`src/rtl/memx_arbiter.sv`:
```
// Round-robin arbiter that lets two request channels share a single mem_controller port.
// Each granted access is latched and held until the controller completes it or a timeout fires.
module memx_arbiter #(
    parameter int ADDR_WIDTH    = 10,
    parameter int DATA_WIDTH    = 16,
    parameter int START_TIMEOUT = 16,
    parameter int DONE_TIMEOUT  = 1048575
) (
    input  logic                    clk_i,
    input  logic                    rst_i,
    input  logic [1:0]              req_rd_i,
    input  logic [1:0]              req_wr_i,
    input  logic [2*ADDR_WIDTH-1:0] req_adr_i,
    input  logic [2*DATA_WIDTH-1:0] req_wdt_i,
    output logic [1:0]              req_gnt_o,
    output logic [1:0]              req_done_o,
    output logic [1:0]              req_err_o,
    output logic [DATA_WIDTH-1:0]   req_rdt_o,
    output logic                    req_wok_o,
    output logic                    memx_rd_o,
    output logic                    memx_wr_o,
    output logic [ADDR_WIDTH-1:0]   memx_adr_o,
    output logic [DATA_WIDTH-1:0]   memx_wdt_o,
    input  logic                    memx_busy_i,
    input  logic [DATA_WIDTH-1:0]   memx_rdt_i,
    input  logic                    memx_wok_i,
    output logic                    arb_busy_o,
    output logic [1:0]              dbg_state_o
);

    typedef enum logic [1:0] {IDLE = 2'd0, ISSUE = 2'd1, WAIT = 2'd2, DONE = 2'd3} state_t;

    localparam int CW = 20;
    localparam logic [CW-1:0] START_LIM = CW'(START_TIMEOUT - 1);
    localparam logic [CW-1:0] DONE_LIM  = CW'(DONE_TIMEOUT - 1);

    state_t                state_q, state_d;
    logic [1:0]            req;
    logic                  grant, gnt_ch, timeout;
    logic                  ch_q, lg_q, op_rd_q, err_q, wok_q;
    logic [ADDR_WIDTH-1:0] adr_q;
    logic [DATA_WIDTH-1:0] wdt_q, cap_q, rdt_q;
    logic [CW-1:0]         cnt_q;
    logic [1:0]            ch_vec;

    assign req = req_rd_i | req_wr_i;

    // Handshake: req_rd_i/req_wr_i are levels sampled only in IDLE; req_gnt_o pulses in the
    // cycle the request is latched, after which the channel may drop it. req_done_o pulses
    // once per granted access; the channel's request is ignored until the FSM is back in IDLE.
    always_comb begin
        state_d = state_q;
        grant   = 1'b0;
        gnt_ch  = 1'b0;
        timeout = 1'b0;
        case (state_q)
            IDLE: begin
                if (req != 2'b00 && !rst_i) begin
                    grant   = 1'b1;
                    gnt_ch  = (req == 2'b11) ? ~lg_q : req[1];
                    state_d = ISSUE;
                end
            end
            ISSUE: begin
                if (memx_busy_i) begin
                    state_d = WAIT;
                end else if (cnt_q == START_LIM) begin
                    state_d = DONE;
                    timeout = 1'b1;
                end
            end
            WAIT: begin
                if (!memx_busy_i) begin
                    state_d = DONE;
                end else if (cnt_q == DONE_LIM) begin
                    state_d = DONE;
                    timeout = 1'b1;
                end
            end
            DONE:    state_d = IDLE;
            default: state_d = IDLE;
        endcase
    end

    always_ff @(posedge clk_i or posedge rst_i) begin
        if (rst_i) begin
            state_q <= IDLE;
            ch_q    <= 1'b0;
            lg_q    <= 1'b1;
            op_rd_q <= 1'b0;
            err_q   <= 1'b0;
            wok_q   <= 1'b0;
            adr_q   <= '0;
            wdt_q   <= '0;
            cap_q   <= '0;
            rdt_q   <= '0;
            cnt_q   <= '0;
        end else begin
            state_q <= state_d;
            if (grant) begin
                ch_q    <= gnt_ch;
                lg_q    <= gnt_ch;
                op_rd_q <= gnt_ch ? req_rd_i[1] : req_rd_i[0];
                adr_q   <= gnt_ch ? req_adr_i[2*ADDR_WIDTH-1:ADDR_WIDTH] : req_adr_i[ADDR_WIDTH-1:0];
                wdt_q   <= gnt_ch ? req_wdt_i[2*DATA_WIDTH-1:DATA_WIDTH] : req_wdt_i[DATA_WIDTH-1:0];
                cnt_q   <= '0;
                err_q   <= 1'b0;
                wok_q   <= 1'b0;
            end
            if (state_q == ISSUE) begin
                cnt_q <= memx_busy_i ? '0 : cnt_q + 1'b1;
            end
            if (state_q == WAIT) begin
                cnt_q <= cnt_q + 1'b1;
                wok_q <= wok_q | memx_wok_i;
                if (memx_busy_i) cap_q <= memx_rdt_i;
            end
            if (timeout) err_q <= 1'b1;
            // Publish read data on DONE entry so it stays stable between completions.
            if (state_q != DONE && state_d == DONE) rdt_q <= cap_q;
        end
    end

    assign ch_vec      = ch_q ? 2'b10 : 2'b01;
    assign req_gnt_o   = grant ? (gnt_ch ? 2'b10 : 2'b01) : 2'b00;
    assign req_done_o  = (state_q == DONE) ? ch_vec : 2'b00;
    assign req_err_o   = (state_q == DONE && err_q) ? ch_vec : 2'b00;
    assign req_rdt_o   = rdt_q;
    assign req_wok_o   = (state_q == DONE) && wok_q && !err_q && !op_rd_q;
    assign memx_rd_o   = (state_q == ISSUE || state_q == WAIT) && op_rd_q;
    assign memx_wr_o   = (state_q == ISSUE || state_q == WAIT) && !op_rd_q;
    assign memx_adr_o  = adr_q;
    assign memx_wdt_o  = wdt_q;
    assign arb_busy_o  = (state_q != IDLE);
    assign dbg_state_o = state_q;

endmodule
```
`config.mk`:
```
export PLATFORM = sky130hd
export DESIGN_NAME = memx_arbiter
export DESIGN_NICKNAME = d
export VERILOG_FILES = /design/src/rtl/memx_arbiter.sv
export SDC_FILE = /design/constraint.sdc
export NUM_CORES = 1
export LEC_CHECK = 0
export CAP_MARGIN = 15
export CELL_PAD_IN_SITES_DETAIL_PLACEMENT = 0
export CELL_PAD_IN_SITES_GLOBAL_PLACEMENT = 1
export CORE_AREA = 8 8 113 115
export CTS_CLUSTER_DIAMETER = 150
export DETAILED_ROUTE_END_ITERATION = 10
export DIE_AREA = 0 0 121 123
export PLACE_DENSITY = 0.93
export SLEW_MARGIN = 20
export SYNTH_ARGS = -nofsm -noshare
export SYNTH_HDL_FRONTEND = slang
export SYNTH_SLANG_ARGS = --single-unit
```
`constraint.sdc`:
```
create_clock -name clk_i -period 10.1 [get_ports clk_i]
set_input_delay 1.515 -clock clk_i [delete_from_list [all_inputs] [get_ports clk_i]]
set_output_delay 1.515 -clock clk_i [all_outputs]
set_load 0.02 [all_outputs]
```
==> out/qor.csv, run 1 <==
metric,value,unit
status,completed,
hold_viol,0,
io_buffer_count,129,
clockBufferDepth,2,
synth_fp_nets,449,
synth_compound_area_frac,0.108,
firstDrtPassIters,4,
wl,10.5,mm
whs,475,ps
cts_setup_buffers,0,
dp.cells,625,
postRouteAntennaNets,0,
total_power,1.68,mW
min_period,5320,ps
pwr-share-comb,0.458,
clkSinkCount,85,
leakage,2.56,nW
synth_enable_flop_cells,0,
end_kind,primary output,
slew_viol_final,0,
grt_pass1_wl,17.2,mm
final_cell_mix,"clkdlybuf4s50_1 (129), dfrtp_1 (84), nand2_1 (46)",
grt_max_degree,71,
fin_area,5790,um2
drtIter0Drc,125,
r2r_start,dbg_state_o[1]$_DFF_PP0_,
setup_ws,4780,ps
area_delta_synth_final,43.5,%
clk_pin_slew,60,ps
cts_root_buf,clkbuf_16,
cts_buffers,9,
slowest_delay,880,ps
r2r_end,req_rdt_o[14]$_DFFE_PP0P_,
grt_pass1_vias,3456,
synth.avg_cell_area,11.0,um2
rr_worst_depth,8,
skew,8.52,ps
yosys_most_used_dff,dfrtp_1,
min_from,memx_wdt_o[15]$_DFFE_PP0P_,
slew_headroom,0.290,
viasPerCell,5.05,
track_usage,0.144,
arrival,3800,ps
layout-drive-gt1-share,0.120,
pwr-share-seq,0.332,
worstPathCellList,clkdlybuf4s50_1 -> o21ai_4 -> and3_1 -> clkdlybuf4s50_1,
post-dp-hpwl,7.94,mm
swShare,0.358,
die_x,121,um
worst-endpoint-required,8590,ps
htree_levels,3,
synth_cells,366,
routabilityCongestion,0.796,
hold_end,memx_wdt_o[15]$_DFFE_PP0P_,
vias,3237,
ys_ff_latch,85,
syn_area,4030,um2
ys_warn_count,0,
synthMuxAreaShare,0.166,
fin_setup_tns,0,ps
cp_slowest_cell,o21ai_4,
layout.cells.non_filler,641,
maxCapViolCount,0,
place_ws,4800,ps
clockPowerShare,0.211,
cts_tree,yes,
synth_top_family_by_area,multiplexers,
whs_path_depth,2,
start_kind,input pin,
start_util,0.364,
synth-xor-area-share,0.0152,
crit_type,in2out,
drc_errors,0,
fin_util,0.523,
num_rows,39,
finalCritPeriodShare,0.527,
tightest_slew,1060,ps
antenna_cells_inserted,0,
crit_top_cell,clkdlybuf4s50_1,
r2r_setup_slack,7160,ps
power_report.internal_total,1.08,mW
setup_viol_count_final,0,
synth_fa_ha_area_frac,0.0217,
power_density,290,nW/um2
grt-ovfl-total,0,
layout.nets,576,
ios,130,
placed_cell_area,5460,um2
cp_max_fo,28,
ys_types,45,
rsz0062_at_grt,false,
die_h,123,um
min-delay-path-class,reg2reg,
ir_drop,0.192,mV
cts_hold_buf,0,
p_switching,602,uW
final_common_cell,clkdlybuf4s50_1,
synth-simple-area-share,0.139,
wl_per_cell,16.4,um
ys_seq_area_frac,0.528,
core_area,11100,um2
fmax,188,MHz
async_reset_ff_frac,1.00,
antenna_found_initial,0,
dieArea,14900,um2
insertion_delay,330,ps
ctsResizeCount,0,
## logic make-up after synthesis
family / Yosys count
simple gates: 113
flops: 85
compound gates: 73
mux: 59
buf+inv: 22
xor+xnor: 7
fa+ha+maj: 7
## how the worst max path moves through the flow
stage,start,depth (start not counted),endpoint
floorplan,rst_i,5,req_gnt_o[1]
global placement,req_rd_i[1],4,req_gnt_o[0]
detailed placement,req_rd_i[1],4,req_gnt_o[0]
CTS,req_rd_i[1],4,req_gnt_o[0]
global route,req_rd_i[1],4,req_gnt_o[0]
finish,req_rd_i[1],4,req_gnt_o[0]
## flip-flops by register name, indices dropped and copies added, names as in the netlist
signal	cells
ch_q	1
err_q	1
memx_adr_o	10
cap_q	16
lg_q	1
op_rd_q	1
wok_q	1
dbg_state_o	2
req_rdt_o	16
cnt_q	20
memx_wdt_o	16
## synth_stat cells (2+ instances only)
library cell,n,share of area
nand4_1,4,0.0062
nor2_1,22,0.020
xor2_1,6,0.013
nor2b_1,4,0.0062
buf_2,3,0.0037
or4_4,2,0.0056
nand2_1,46,0.043
mux2_4,10,0.037
nor4_1,3,0.0047
and2_0,2,0.0031
a21o_1,4,0.0074
and2_1,5,0.0078
mux2_2,22,0.061
clkbuf_1,8,0.0074
nand3_1,10,0.012
buf_1,3,0.0028
o21ai_0,46,0.057
and3_1,7,0.011
a21oi_1,9,0.011
inv_1,7,0.0065
o31ai_1,4,0.0074
mux2i_1,27,0.067
dfrtp_1,84,0.52
ha_1,7,0.022
## routing by layer
metal	vias to the layer above	track usage	routed length (um)
met5	-	0	0
met4	0	0.0429	97
met3	7	0.0694	933
met2	104	0.238	5200
met1	1584	0.161	4250
li1	1542	-	-
## worst max-delay path, delay by kind of cell
family,cells,cell delay [ps]
buf+inv,2,1140
simple gates,1,270
compound gates,1,880
## power groups by stage
stage / registers [mW] / logic, mW / clock network, mW
floorplan: 0.651 / 0.365 / 0
global placement: 0.555 / 0.763 / 0
detailed placement: 0.563 / 0.776 / 0
CTS: 0.559 / 0.780 / 0.361
global route: 0.575 / 0.835 / 0.375
finish: 0.558 / 0.770 / 0.354
## layout make-up
class / count / area, um2
Fill cell: 977 / 5290
Clock buffer: 11 / 243
Inverter: 7 / 27.5
Sequential cell: 85 / 2130
Tap cell: 143 / 179
Multi-Input combinational cell: 259 / 1820
Timing Repair Buffer: 131 / 1310
Clock inverter: 5 / 81.3
No activity file was read; power rests on OpenSTA's default activity.
==> inputs of run 2 (changes only) <==
- CORE_AREA: 8 8 113 115 -> 8 8 122 124
- DIE_AREA: 0 0 121 123 -> 0 0 130 132
- PLACE_DENSITY: 0.93 -> 0.85
- clock period: 10.1 -> 4.4 ns (I/O delays scaled with it)
==> run 2 against run 1 <==
Effect of this change:
- cell area up 0.30%
- first-iteration DRC count increased by 28%
- clock skew down 3.1 ps
- global-route usage decreased by 1.8 points
- highest routed layer unchanged
- combinational power grew 130%
- setup slack worse by 3700 ps
- clock power grew 99%
- die area increased by 15%
- critical endpoint is now req_gnt_o[1]
- sequential share of layout area decreased by 0.11 points
- non-clock buffer count rose by 3
==> out/qor.csv, run 2 (synthesis results as in run 1) <==
metric,value,unit
ctsResizeCount,0,
insertion_delay,330,ps
drtIter0Drc,160,
arrival,2650,ps
dieArea,17200,um2
grt_pass1_vias,3393,
core_area,13000,um2
min_from,memx_wdt_o[12]$_DFFE_PP0P_,
fmax,302,MHz
cts_hold_buf,0,
start_kind,input pin,
setup_viol_count_final,0,
cts_root_buf,clkbuf_16,
cts_tree,yes,
cp_slowest_cell,clkdlybuf4s50_1,
slew_headroom,0.407,
skew,5.44,ps
htree_levels,3,
finalCritPeriodShare,0.753,
worstPathCellList,clkdlybuf4s50_1 -> or4_4 -> and2_1 -> nand2_1 -> nor2_1 -> clkdlybuf4s50_1,
clockBufferDepth,2,
ios,130,
viasPerCell,4.67,
rsz0062_at_grt,false,
power_density,647,nW/um2
antenna_cells_inserted,0,
grt-ovfl-total,0,
clk_pin_slew,60,ps
final_common_cell,clkdlybuf4s50_1,
pwr-share-seq,0.343,
layout.nets,579,
grt_max_degree,59,
leakage,2.55,nW
dp.cells,661,
die_h,132,um
total_power,3.76,mW
maxCapViolCount,0,
ir_drop,0.316,mV
grt_pass1_wl,17.3,mm
layout-drive-gt1-share,0.124,
routabilityCongestion,0.829,
num_rows,42,
setup_ws,1090,ps
vias,3157,
start_util,0.311,
min-delay-path-class,reg2reg,
crit_top_cell,clkdlybuf4s50_1,
place_ws,1090,ps
layout.cells.non_filler,676,
cp_max_fo,4,
crit_type,in2out,
postRouteAntennaNets,0,
fin_setup_tns,0,ps
swShare,0.366,
wl,10.6,mm
largest_reg_flops,20,
p_switching,1.38,mW
track_usage,0.126,
clkSinkCount,85,
wl_per_cell,15.6,um
hold_viol,0,
antenna_found_initial,0,
r2r_start,dbg_state_o[1]$_DFF_PP0_,
drc_errors,0,
die_x,130,um
worst-endpoint-required,3740,ps
power_report.internal_total,2.38,mW
cts_setup_buffers,0,
min_period,3310,ps
status,completed,
io_buffer_count,129,
pwr-share-comb,0.470,
post-dp-hpwl,8.02,mm
clockPowerShare,0.187,
tightest_slew,886,ps
area_delta_synth_final,43.9,%
end_kind,primary output,
final_cell_mix,"clkdlybuf4s50_1 (129), dfrtp_1 (84), nand2_1 (46)",
crit_path_start,req_rd_i[1],
top_register,cnt_q,
slew_viol_final,0,
cts_buffers,9,
firstDrtPassIters,4,
slowest_delay,550,ps
-- run 2: cell count changes in the layout (fill, tap and decap cells not counted) --
cell / previous run / this run
buf_4: 2 / 5
inv_6: 1 / 0
clkbuf_8: 1 / 2
bufinv_16: 2 / 0
clkinv_4: 0 / 1
-- run 2: power groups by stage --
stage | clock [mW] | sequential (mW) | combinational [mW]
floorplan | 0 | 1.49 | 0.839
global placement | 0 | 1.28 | 1.76
detailed placement | 0 | 1.30 | 1.79
CTS | 0.720 | 1.29 | 1.79
global route | 0.750 | 1.33 | 1.90
finish | 0.704 | 1.29 | 1.77
-- run 2: worst paths after layout --
path                                               to  slack (ps)  cells past startpoint
hold reg to reg            memx_wdt_o[12]$_DFFE_PP0P_         480                      2
max in group asynchronous       cnt_q[19]$_DFFE_PP0P_        2580                      4
setup / recovery                         req_gnt_o[1]        1090                      6
min in group asynchronous       cnt_q[11]$_DFFE_PP0P_         820                      3
hold / removal             memx_wdt_o[12]$_DFFE_PP0P_         480                      2
setup reg to reg            req_rdt_o[10]$_DFFE_PP0P_        1410                      8
-- run 2: final cells by class --
type / count / area [um2]
multi-input cells: 259 / 1820
clock inverters: 3 / 21.3
clock buffers: 12 / 256
inverters: 7 / 27.5
fillers: 1225 / 7170
well taps: 176 / 220
repair buffers: 134 / 1330
flip-flops and latches: 85 / 2130
-- run 2: through the flow --
stage	util	hold WS, ps	area (um2)
6_report	0.447	478	5810
3_3_place_gp	0.426	460	5530
5_1_grt	0.447	511	5810
3_5_place_dp	0.426	470	5530
2_1_floorplan	-	458	4030
4_1_cts	0.447	484	5810
-- run 2: critical path, delay by kind of cell --
kind / cells / cell delay [ps]
AND/OR/NAND/NOR: 4 / 940
buffers and inverters: 2 / 1050
-- run 2: routing by layer --
layer	GRT usage	up-vias	wire, um
met1	0.139	1504	4200
met5	0	-	0
met4	0.0562	0	249
li1	-	1548	-
met3	0.0433	15	741
met2	0.213	90	5390
==> inputs of run 3 (changes only) <==
- CORE_AREA: 8 8 122 124 -> 8 8 117 119
- DIE_AREA: 0 0 130 132 -> 0 0 125 127
- PLACE_DENSITY: 0.85 -> 0.88
- clock period: 4.4 -> 3.25 ns (I/O delays scaled with it)
==> run 3 against run 2 <==
Effect of this change:
- die area fell by 7.5%
- critical path depth did not move
- clock skew barely moved
- core utilization rose by 4.8 points
- register-to-register slack got worse by 900 ps
- clock-buffer cell count fell by 2
- cell count fell by 3.8%
- largest power group unchanged
- clock power rose by 65%
- critical endpoint unchanged
==> out/qor.csv, run 3 (synthesis results as in run 1) <==
metric,value,unit
status,completed,
ios,130,
leakage,2.58,nW
setup_viol_count_final,0,
clkSinkCount,85,
cts_buffers,9,
start_kind,input pin,
slew_headroom,0.488,
fin_setup_tns,0,ps
finalCritPeriodShare,0.913,
firstDrtPassIters,4,
die_h,127,um
wl,10.6,mm
cts_tree,yes,
min-delay-path-class,reg2reg,
top_register,cnt_q,
area_delta_synth_final,45.0,%
cts_root_buf,clkbuf_16,
post-dp-hpwl,8.13,mm
rr_worst_depth,9,
swShare,0.356,
final_cell_mix,"clkdlybuf4s50_1 (129), dfrtp_1 (84), nand2_1 (46)",
clk_pin_slew,60,ps
io_buffer_count,129,
hold_viol,0,
cts_hold_buf,0,
layout-drive-gt1-share,0.127,
power_density,912,nW/um2
slew_viol_final,0,
worstPathCellList,clkdlybuf4s50_1 -> or4_4 -> and2_1 -> nand2_1 -> nor2_1 -> clkdlybuf4s50_1,
drtIter0Drc,127,
p_switching,1.90,mW
nFillCells,1098,
htree_levels,3,
cp_max_fo,4,
viasPerCell,4.93,
num_rows,40,
grt_pass1_vias,3462,
ctsResizeCount,0,
routabilityCongestion,0.815,
pwr-share-comb,0.455,
whs_path_depth,2,
grt_max_degree,86,
crit_top_cell,clkdlybuf4s50_1,
wl_per_cell,16.4,um
drc_errors,0,
r2r_setup_slack,510,ps
crit_type,in2out,
vias,3205,
slowest_delay,570,ps
r2r_start,dbg_state_o[1]$_DFF_PP0_,
clockBufferDepth,2,
grt_pass1_wl,17.3,mm
grt-ovfl-total,0,
antenna_found_initial,1,
fin_util,0.495,
fmax,337,MHz
die_x,125,um
pwr-share-seq,0.327,
r2r_end,req_rdt_o[15]$_DFFE_PP0P_,
dieArea,15900,um2
worst-endpoint-required,2760,ps
rsz0062_at_grt,false,
end_kind,primary output,
cp_slowest_cell,clkdlybuf4s50_1,
min_from,memx_adr_o[3]$_DFFE_PP0P_,
start_util,0.342,
cts_setup_buffers,0,
hold_end,memx_adr_o[3]$_DFFE_PP0P_,
track_usage,0.135,
insertion_delay,340,ps
arrival,2480,ps
min_period,2970,ps
skew,5.74,ps
maxCapViolCount,0,
clockPowerShare,0.218,
final_common_cell,clkdlybuf4s50_1,
fin_area,5850,um2
layout.nets,580,
power_report.internal_total,3.44,mW
placed_cell_area,5500,um2
ir_drop,0.556,mV
postRouteAntennaNets,0,
largest_reg_flops,20,
tightest_slew,767,ps
core_area,11800,um2
==> run 3: changes by cell type in the layout (fill, tap and decap cells not counted) <==
cell	change
buf_6	+1
bufinv_16	+3
clkbuf_8	-2
clkinv_2	-1
clkinvlp_4	+1
diode_2	+1
==> run 3: layer usage <==
metal | vias to the layer above | wire (um) | GRT usage
met2 | 101 | 5200 | 0.225
met5 | - | 0 | 0
met4 | 0 | 178 | 0.0580
met3 | 17 | 1070 | 0.0649
li1 | 1552 | - | -
met1 | 1535 | 4200 | 0.145
==> run 3: area by class of cell <==
| type | count | area, um2 | area share |
|---|---|---|---|
| clock inverters | 6 | 111 | 0.0190 |
| multi-input cells | 259 | 1820 | 0.312 |
| clock buffers | 10 | 229 | 0.0392 |
| inverters | 7 | 30.0 | 0.00513 |
| diodes | 1 | 2.50 | 0.000428 |
| well taps | 147 | 184 | 0.0315 |
| flip-flops and latches | 85 | 2130 | 0.364 |
| repair buffers | 135 | 1340 | 0.229 |
==> run 3: power by group through the flow <==
stage | combinational [mW] | sequential (mW) | clock (mW)
after floorplan | 1.14 | 2.02 | 0
after global placement | 2.40 | 1.74 | 0
after detailed placement | 2.47 | 1.75 | 0
after CTS | 2.47 | 1.75 | 1.19
after global routing | 2.63 | 1.80 | 1.24
final | 2.43 | 1.74 | 1.16
==> run 3: how the worst max path moves through the flow <==
| stage | endpoint | cells past startpoint | slack (ps) | startpoint |
|---|---|---|---|---|
| floorplan | req_gnt_o[1] | 5 | 50 | rst_i |
| global placement | req_gnt_o[1] | 6 | 300 | req_rd_i[1] |
| detailed placement | req_gnt_o[1] | 6 | 280 | req_rd_i[1] |
| CTS | req_gnt_o[1] | 6 | 280 | req_rd_i[1] |
| global route | req_gnt_o[1] | 6 | 200 | req_rd_i[1] |
| finish | req_gnt_o[1] | 6 | 280 | req_rd_i[1] |
==> run 3: critical path: cells and delay by family <==
kind | cells | cell delay [ps]
buffers and inverters | 2 | 1070
and+or+nand+nor | 4 | 920
==> run 3: through the flow <==
step           power (mW)  instances  hold WS [ps]  setup slack, ps
5_1_grt              5.67        650           503              202
3_3_place_gp         4.14        633           461              299
3_5_place_dp         4.22        633           470              279
4_1_cts              5.41        649           484              277
2_1_floorplan        3.16        366           458             48.3
6_report             5.33        650           476              283
